--- config.mk ---
export PLATFORM = sky130hd
export DESIGN_NAME = lap_recorder
export DESIGN_NICKNAME = d
export VERILOG_FILES = /design/src/rtl/lap_pkg.sv /design/src/rtl/lap_fifo_mem.sv /design/src/rtl/lap_recorder.sv
export SDC_FILE = /design/constraint.sdc
export NUM_CORES = 1
export LEC_CHECK = 0
export CORE_MARGIN = 2
export CORE_UTILIZATION = 59
export DETAILED_ROUTE_END_ITERATION = 7
export HOLD_SLACK_MARGIN = 0.02
export PLACE_DENSITY = 0.79
export SETUP_SLACK_MARGIN = 0.4
export SYNTH_ARGS = -nofsm -noshare
export SYNTH_HDL_FRONTEND = slang
export SYNTH_SLANG_ARGS = --single-unit
--- constraint.sdc ---
create_clock -name clk -period 4.7 [get_ports clk]
set_clock_uncertainty 0.05 [all_clocks]
set_input_delay 0.705 -clock clk [delete_from_list [all_inputs] [get_ports clk]]
set_output_delay 0.705 -clock clk [all_outputs]
set_load 0.02 [all_outputs]
--- src/rtl/lap_pkg.sv ---
// ---------------------------------------------------------------------------
// lap_pkg
// Shared definitions for the lap recorder slice: default widths/depth and the
// layout of one stored lap entry ({lap_total, split}) as seen on rd_data.
// ---------------------------------------------------------------------------
package lap_pkg;

    localparam int DEF_CNT_W = 8;   // width of the unit count and of each field
    localparam int DEF_DEPTH = 8;   // lap entries held (power of two, >= 2)

    // One lap record; lap_total occupies the upper half of rd_data.
    typedef struct packed {
        logic [DEF_CNT_W-1:0] lap_total;
        logic [DEF_CNT_W-1:0] split;
    } lap_entry_t;

    localparam int ENTRY_W = $bits(lap_entry_t);

endpackage

--- src/rtl/lap_fifo_mem.sv ---
// ---------------------------------------------------------------------------
// lap_fifo_mem
// DEPTH x WIDTH synchronous RAM with one write port and one registered read
// port. A read and a write to the same address in one cycle return the old
// contents.
//
// Ports:
//   clk    - clock, all logic on posedge
//   rst    - synchronous active-low reset (read register only)
//   we     - write enable
//   waddr  - write address
//   wdata  - write data
//   re     - read enable; rdata updates on the next posedge, holds otherwise
//   raddr  - read address
//   rdata  - registered read data
// ---------------------------------------------------------------------------
module lap_fifo_mem
    import lap_pkg::*;
#(
    parameter int DEPTH = DEF_DEPTH,
    parameter int WIDTH = ENTRY_W,
    parameter int AW    = $clog2(DEPTH)
) (
    input  logic             clk,
    input  logic             rst,
    input  logic             we,
    input  logic [AW-1:0]    waddr,
    input  logic [WIDTH-1:0] wdata,
    input  logic             re,
    input  logic [AW-1:0]    raddr,
    output logic [WIDTH-1:0] rdata
);

    logic [WIDTH-1:0] mem [DEPTH];

    // NOTE: the storage array has no reset so it maps onto RAM macros; the
    // FIFO pointers guarantee no location is read before it is written.
    always_ff @(posedge clk) begin
        if (we) begin
            mem[waddr] <= wdata;
        end
    end

    // NOTE: sequential state uses non-blocking assignments so every register
    // samples pre-edge values; this is also what gives read-before-write.
    always_ff @(posedge clk) begin
        if (!rst) begin
            rdata <= '0;
        end else if (re) begin
            rdata <= mem[raddr];
        end
    end

endmodule

--- src/rtl/lap_recorder.sv ---
// ---------------------------------------------------------------------------
// lap_recorder
// Captures the stopwatch unit count on each lap button edge while running,
// computes the split since the previous accepted lap, and queues the pair
// in a small FIFO that a display/UART stage drains via rd_en/rd_valid.
//
// Ports:
//   clk        - clock, all logic on posedge
//   rst        - synchronous active-low reset
//   running    - counter is counting; lap edges are ignored otherwise
//   unit_count - current registered unit count
//   lap_req    - debounced lap button level; a lap is a rising edge
//   clear      - one-cycle flush of FIFO, split base and overflow
//   rd_en      - pop request
//   rd_data    - {lap_total, split}, valid while rd_valid=1
//   rd_valid   - one-cycle pulse one cycle after an accepted pop
//   level      - entries currently stored
//   full       - level == DEPTH
//   empty      - level == 0
//   overflow   - sticky: a lap was dropped because the FIFO was full
// ---------------------------------------------------------------------------
module lap_recorder
    import lap_pkg::*;
#(
    parameter int CNT_W = DEF_CNT_W,
    parameter int DEPTH = DEF_DEPTH,
    parameter int PTR_W = $clog2(DEPTH)
) (
    input  logic               clk,
    input  logic               rst,
    input  logic               running,
    input  logic [CNT_W-1:0]   unit_count,
    input  logic               lap_req,
    input  logic               clear,
    input  logic               rd_en,
    output logic [2*CNT_W-1:0] rd_data,
    output logic               rd_valid,
    output logic [PTR_W:0]     level,
    output logic               full,
    output logic               empty,
    output logic               overflow
);

    localparam logic [PTR_W:0] LEVEL_MAX = (PTR_W+1)'(DEPTH);

    logic               lap_req_q;
    logic [PTR_W-1:0]   wr_ptr;
    logic [PTR_W-1:0]   rd_ptr;
    logic [PTR_W:0]     level_q;
    logic [CNT_W-1:0]   last_lap;
    logic [CNT_W-1:0]   split;
    logic               overflow_q;
    logic               rd_valid_q;

    logic               lap_evt;
    logic               rd_accept;
    logic               wr_accept;
    logic               wr_drop;

    assign level = level_q;
    assign full  = (level_q == LEVEL_MAX);
    assign empty = (level_q == '0);

    // Wrap-around subtraction gives the correct split across a count rollover.
    assign split = unit_count - last_lap;

    // NOTE: every signal written in always_comb gets a default first so no
    // path leaves it unassigned and no latch is inferred.
    always_comb begin
        lap_evt   = 1'b0;
        rd_accept = 1'b0;
        wr_accept = 1'b0;
        wr_drop   = 1'b0;
        if (!clear) begin
            lap_evt   = lap_req & ~lap_req_q & running;
            rd_accept = rd_en & ~empty;
            // A pop at full frees a slot in the same cycle, so the lap fits.
            wr_accept = lap_evt & (~full | rd_accept);
            wr_drop   = lap_evt & ~wr_accept;
        end
    end

    always_ff @(posedge clk) begin
        if (!rst) begin
            lap_req_q <= 1'b0;
        end else begin
            lap_req_q <= lap_req;
        end
    end

    always_ff @(posedge clk) begin
        if (!rst || clear) begin
            wr_ptr     <= '0;
            rd_ptr     <= '0;
            level_q    <= '0;
            last_lap   <= '0;
            overflow_q <= 1'b0;
            rd_valid_q <= 1'b0;
        end else begin
            rd_valid_q <= rd_accept;
            if (wr_accept) begin
                wr_ptr   <= wr_ptr + 1'b1;
                last_lap <= unit_count;
            end
            if (rd_accept) begin
                rd_ptr <= rd_ptr + 1'b1;
            end
            if (wr_drop) begin
                overflow_q <= 1'b1;
            end
            case ({wr_accept, rd_accept})
                2'b10:   level_q <= level_q + 1'b1;
                2'b01:   level_q <= level_q - 1'b1;
                default: level_q <= level_q;
            endcase
        end
    end

    assign overflow = overflow_q;
    assign rd_valid = rd_valid_q;

    lap_fifo_mem #(
        .DEPTH (DEPTH),
        .WIDTH (2*CNT_W),
        .AW    (PTR_W)
    ) u_mem (
        .clk   (clk),
        .rst   (rst),
        .we    (wr_accept),
        .waddr (wr_ptr),
        .wdata ({unit_count, split}),
        .re    (rd_accept),
        .raddr (rd_ptr),
        .rdata (rd_data)
    );

endmodule

# [Yosys cells after proc, flatten, opt, wreduce, memory -nomap -nowiden]
# Memories as Yosys holds them, arrays and structs flattened. A register that Yosys moved wholly into a read port is not among the register bits.
# Cells that the tools add are included.
[op_classes] eq_ne=3 add_sub_neg=5 n_reduce_logical=5 mux=6 n_bitwise=10
[ops] operator="case mux 4 bit (2 select lines)" count=1
[ops] operator="subtractor 8 bit" count=1
[ops] operator="adder 3 x 1 -> 3 bit, second input constant" count=2
[ops] operator="AND 1 bit" count=5
[ops] operator="two-way mux 1 bit" count=5
[ops] operator="adder 4 x 1 -> 4 bit, second input constant" count=1
[ops] operator="== test 4 bit, second input constant" count=1
[ops] operator="logical NOT 4 bit" count=1
[ops] operator="NOT 1 bit" count=4
[ops] operator="subtractor 4 x 1 -> 4 bit, second input constant" count=1
[ops] operator="== test 2 x 1 -> 1 bit, second input constant" count=1
[ops] operator="== test 2 bit, second input constant" count=1
[ops] operator="logical NOT 1 bit" count=2
[ops] operator="nonzero test 2 bit" count=1
[ops] operator="logical OR 1 bit" count=1
[ops] operator="bitwise OR 1 bit" count=1
[word_totals] ff_bits=21 ram_bits=128 wordCells=37 memories=1 inputBits=14 output_inout_bits=24
[mem_list] name="u_mem.mem" depth=8 word_bits=16 read_ports=1 rd_ports_with_merged_regs=1 wr=1 line="lap_fifo_mem.sv:34" rtl="logic [WIDTH-1:0] mem [DEPTH];"

# [Logic depth before layout (Yosys ltp)]
[depth] depth_word=8 depth_mapped=10 mapped_depth_nobuf=9

# [Modules after synthesis]
# A second synthesis with hierarchy kept.
[hier_totals] hier_cells=448 hier_area_um2=6779.0
[by_module_without_submodules] mod="lap_fifo_mem" seq_area_each_um2=4164.0 area_per_inst_um2=5511.5 instances=1 cells_per_inst=306
[by_module_without_submodules] mod="lap_recorder" seq_area_each_um2=420.4 area_per_inst_um2=1267.5 instances=1 cells_per_inst=142

# [Worst setup path before layout]
# No wires, ideal clock.
[synth_path] path_kind="input to register" from="input clear" to="memory u_mem.mem[2][0] (netlist bit) (enable)" arrival_ns=3.089 setup_time_ns=0.436 path_buffers=1 setup_slack_ns=1.125 stages=4 required_time_ns=4.214 cell_sequence="and4bb_2 > o21ai_4 > buf_6 > nor4b_1"
[synth_via] elab_chain_len=3
[synth_lines] item="start, declared" line="lap_recorder.sv:34" rtl="input logic clear,"
[synth_lines] item="two-way mux 1 bit" line="lap_recorder.sv:74" rtl="if (!clear) begin"
[synth_lines] item="two-way mux 1 bit" line="lap_fifo_mem.sv:39" rtl="if (we) begin"
[synth_lines] item="two-way mux 1 bit (implied by the code)" line="lap_fifo_mem.sv:40" rtl="mem[waddr] <= wdata;"
[synth_lines] item="end, declared" line="lap_fifo_mem.sv:34"
# No other way between the ends.

# [Final worst setup path]
[layout_path] from="input unit_count[0]" to="memory u_mem.mem[2][6] (netlist bit), data pin"
[layout_via] elab_chain_len=1
[layout_lines] item="start, declared" line="lap_recorder.sv:32" rtl="input logic [CNT_W-1:0] unit_count,"
[layout_lines] item="subtractor 8 bit" line="lap_recorder.sv:65" rtl="assign split = unit_count - last_lap;"
[layout_lines] item="named net split[6]" line="lap_recorder.sv:51" rtl="logic [CNT_W-1:0] split;"
# The timed path passes the listed nets, and every way through them passes these cells.

==> impl_metrics.tcl <==
set metrics [dict create \
    cts_tree "yes" \
    port-buffer-count 37 \
    grt-ovfl-total 0 \
    syn_to_final_growth_pct 17.4 \
    wire_per_inst_um 20.7 \
    post_synth_inst_count 395 \
    synth.distinct_cells 39 \
    dp_hpwl_um 7940 \
    crit_path_cell_trace "clkdlybuf4s50_1 > inv_1 > ha_1 > fa_1 > nor2b_1 > o31a_1 > nor2_1 > o311ai_0" \
    path_class "input port to register" \
    p_total_mw 2.91 \
    endpoint_kind "register" \
    holdWs_ns 0.443 \
    finalHoldViolCount 0 \
    std_cell_rows 38 \
    clk_latency_ns 0.52 \
    cts-root-buf "clkbuf_8" \
    hp-class "register to register" \
    drc 0 \
    drtAntennaViolNets 0 \
    yosysTopAreaCell "edfxtp_1" \
    fmax_mhz 295 \
    path_clk_slew_ns 0.06 \
    ctsHtreeMaxLevel 4 \
    rsz0062_at_grt "false" \
    critical_path_buf_inv_count 2 \
    crit_slowest_cell "o311ai_0" \
    cts_setup_buffers 0 \
    outcome "finished, final reports clean" \
    synthArstFlopShare_pct 0 \
    via_per_inst 5.89 \
    relSlewSlack_pct 18.4 \
    drtIter0Drc 220 \
    first_pass_iters 4 \
    drive_gt1_share_pct 18.6 \
    yosysWarnings 0 \
    nets 478 \
    cts.sinks 165 \
    die_w_um 110 \
    grt_pass1_wl_um 19100 \
    syn_nets 423 \
    core-area_um2 10900 \
    cts_buffers 17 \
    setup_violations 0 \
    crit_arrival_ns 3.49 \
    holdBufCountCts 0 \
    start_util_pct 60.8 \
    antennaDiodeCount 0 \
    ctsResizeCount 0 \
    wl_um 12500 \
    grt_pass1_vias 3487 \
    fin_crit_sh_pct 72.0 \
    gp_congestion 0.776 \
    ys.flop_type "edfxtp_1" \
    p_leak_nw 2.57 \
    syn_area_per_cell_um2 16.7 \
    worstMarginPinSlew_ns 1.21 \
    crit_path_start_kind "input port" \
    synth-edff-count 128 \
    critPathTopFamily "compound AO/OA/AOI/OAI gates" \
    dieArea_um2 12100 \
    synth_area_um2 6620 \
    fin_crit_ns 3.38 \
    yosys_register_bits 165 \
    synth_area_leaders "edfxtp_1 58%, dfxtp_1 11%, mux4_2 11%, mux2i_1 3.9%, ha_1 2.3%" \
    grt_use_total_pct 22.7 \
    dieHeight_um 110 \
    maxCapViolCount 0 \
    required_ns 4.81 \
    setup_tns_ns 0 \
    cts_max_path_buffers 2 \
    synth_top_area_share_pct 58.1 \
    pin_count 38 \
    crit_path_max_incr_delay_ns 0.98 \
    peakVddDrop_mv 0.305 \
    vias 3551 \
    antenna_found_initial 0 \
    powerDensity_nw_per_um2 374 \
    slew_viol_final 0 \
    grt_max_degree 35 \
    seq_area_frac_synth_pct 69.3 \
    path_max_fanout 10 \
]
[cells in the final DEF, fill, tap and decap left out, drive strengths merged, types with 2 or more instances in the layout]
| master | n |
|---|---|
| edfxtp | 128 |
| clkdlybuf4s50 | 37 |
| dfxtp | 37 |
| mux4 | 32 |
| nor2 | 27 |
| mux2i | 26 |
| clkbuf | 26 |
| a21oi | 25 |
| o21ai | 21 |
| inv | 19 |
| buf | 18 |
| ha | 12 |
| xnor2 | 5 |
| xor2 | 4 |
| nor3 | 4 |
| clkinv | 4 |
| or4 | 3 |
| nor3b | 3 |
| nor2b | 2 |
| o21a | 2 |
| o31a | 2 |
| o211ai | 2 |
| nand3 | 2 |
| nand2 | 2 |
| nor4b | 2 |
| and2 | 2 |
| fa | 2 |
| nor4 | 2 |
[layout make-up]
cell class | instances | area [µm²]
Clock buffer | 26 | 458
Tap cell | 140 | 175
Multi-Input combinational cell | 192 | 1910
Clock inverter | 6 | 55.1
Fill cell | 703 | 3120
Timing Repair Buffer | 55 | 505
Inverter | 19 | 71.3
Sequential cell | 165 | 4590
[cells in the mapped netlist, types with 3 or more instances]
master	count
buf_2	6
nor3b_1	3
clkbuf_1	11
edfxtp_1	128
or4_1	3
inv_1	19
o21ai_0	20
a21oi_1	25
nor2_1	27
mux4_2	32
nor3_1	4
xor2_1	4
mux2i_1	26
xnor2_1	5
dfxtp_1	37
ha_1	12
[kinds of logic (layout without fill, tap and decap cells)]
kind of cell | count (synthesis) | count (layout) | synth area share, %
flops | 165 | 165 | 69.3
mux | 58 | 58 | 14.8
compound gates | 57 | 57 | 5.07
simple gates | 54 | 54 | 4.35
buf+inv | 38 | 106 | 2.38
fa+ha+maj | 14 | 14 | 2.87
xor+xnor | 9 | 9 | 1.19
[metal layers]
metal	GRT usage, %	part of all wire (%)	wire, µm
met1	30.6	42	5180
met2	36.2	51	6360
met3	5.28	7.0	878
met4	8.77	0.50	62
met5	0	0	0
[power breakdown]
part	leakage, nW	internal [mW]	switching [mW]
registers	1.45	1.59	0.00372
clock network	0.246	0.711	0.500
logic	0.877	0.0389	0.0648
total	2.57	2.34	0.568
[sequential cells by signal (all words and copies together) (netlist names)]
| register | cells |
|---|---|
| last_lap | 8 |
| overflow | 1 |
| u_mem.rdata | 16 |
| rd_valid | 1 |
| level | 4 |
| u_mem.mem | 128 |
| wr_ptr | 3 |
| rd_ptr | 3 |
| lap_req_q | 1 |
[worst min-delay path, cell delays in order, from the launching register on]
cell and delay, ns:
dfxtp_1 0.32, mux2i_1 0.07, nor2_1 0.07
[worst paths after layout]
kind | start | endpoint | slack [ns] | cells after the start
worst max-delay path | unit_count[0] | u_mem.mem[2][6] | 1.32 | 8
worst min-delay path | last_lap[6] | last_lap[6] | 0.44 | 2
worst max register to register | level[0] | level[3] | 1.82 | 8
worst min register to register | last_lap[6] | last_lap[6] | 0.44 | 2
[per-stage QoR]
step	cells	util [%]	area, µm²	setup slack [ns]
after floorplan	395	-	6620	1.12
after global placement	571	66.6	7250	1.08
after detailed placement	571	66.6	7250	0.798
after CTS	603	71.3	7760	1.33
after global routing	603	71.3	7760	1.12
final	603	71.3	7760	1.32
Note: power is estimated with default switching activity, not from simulation.
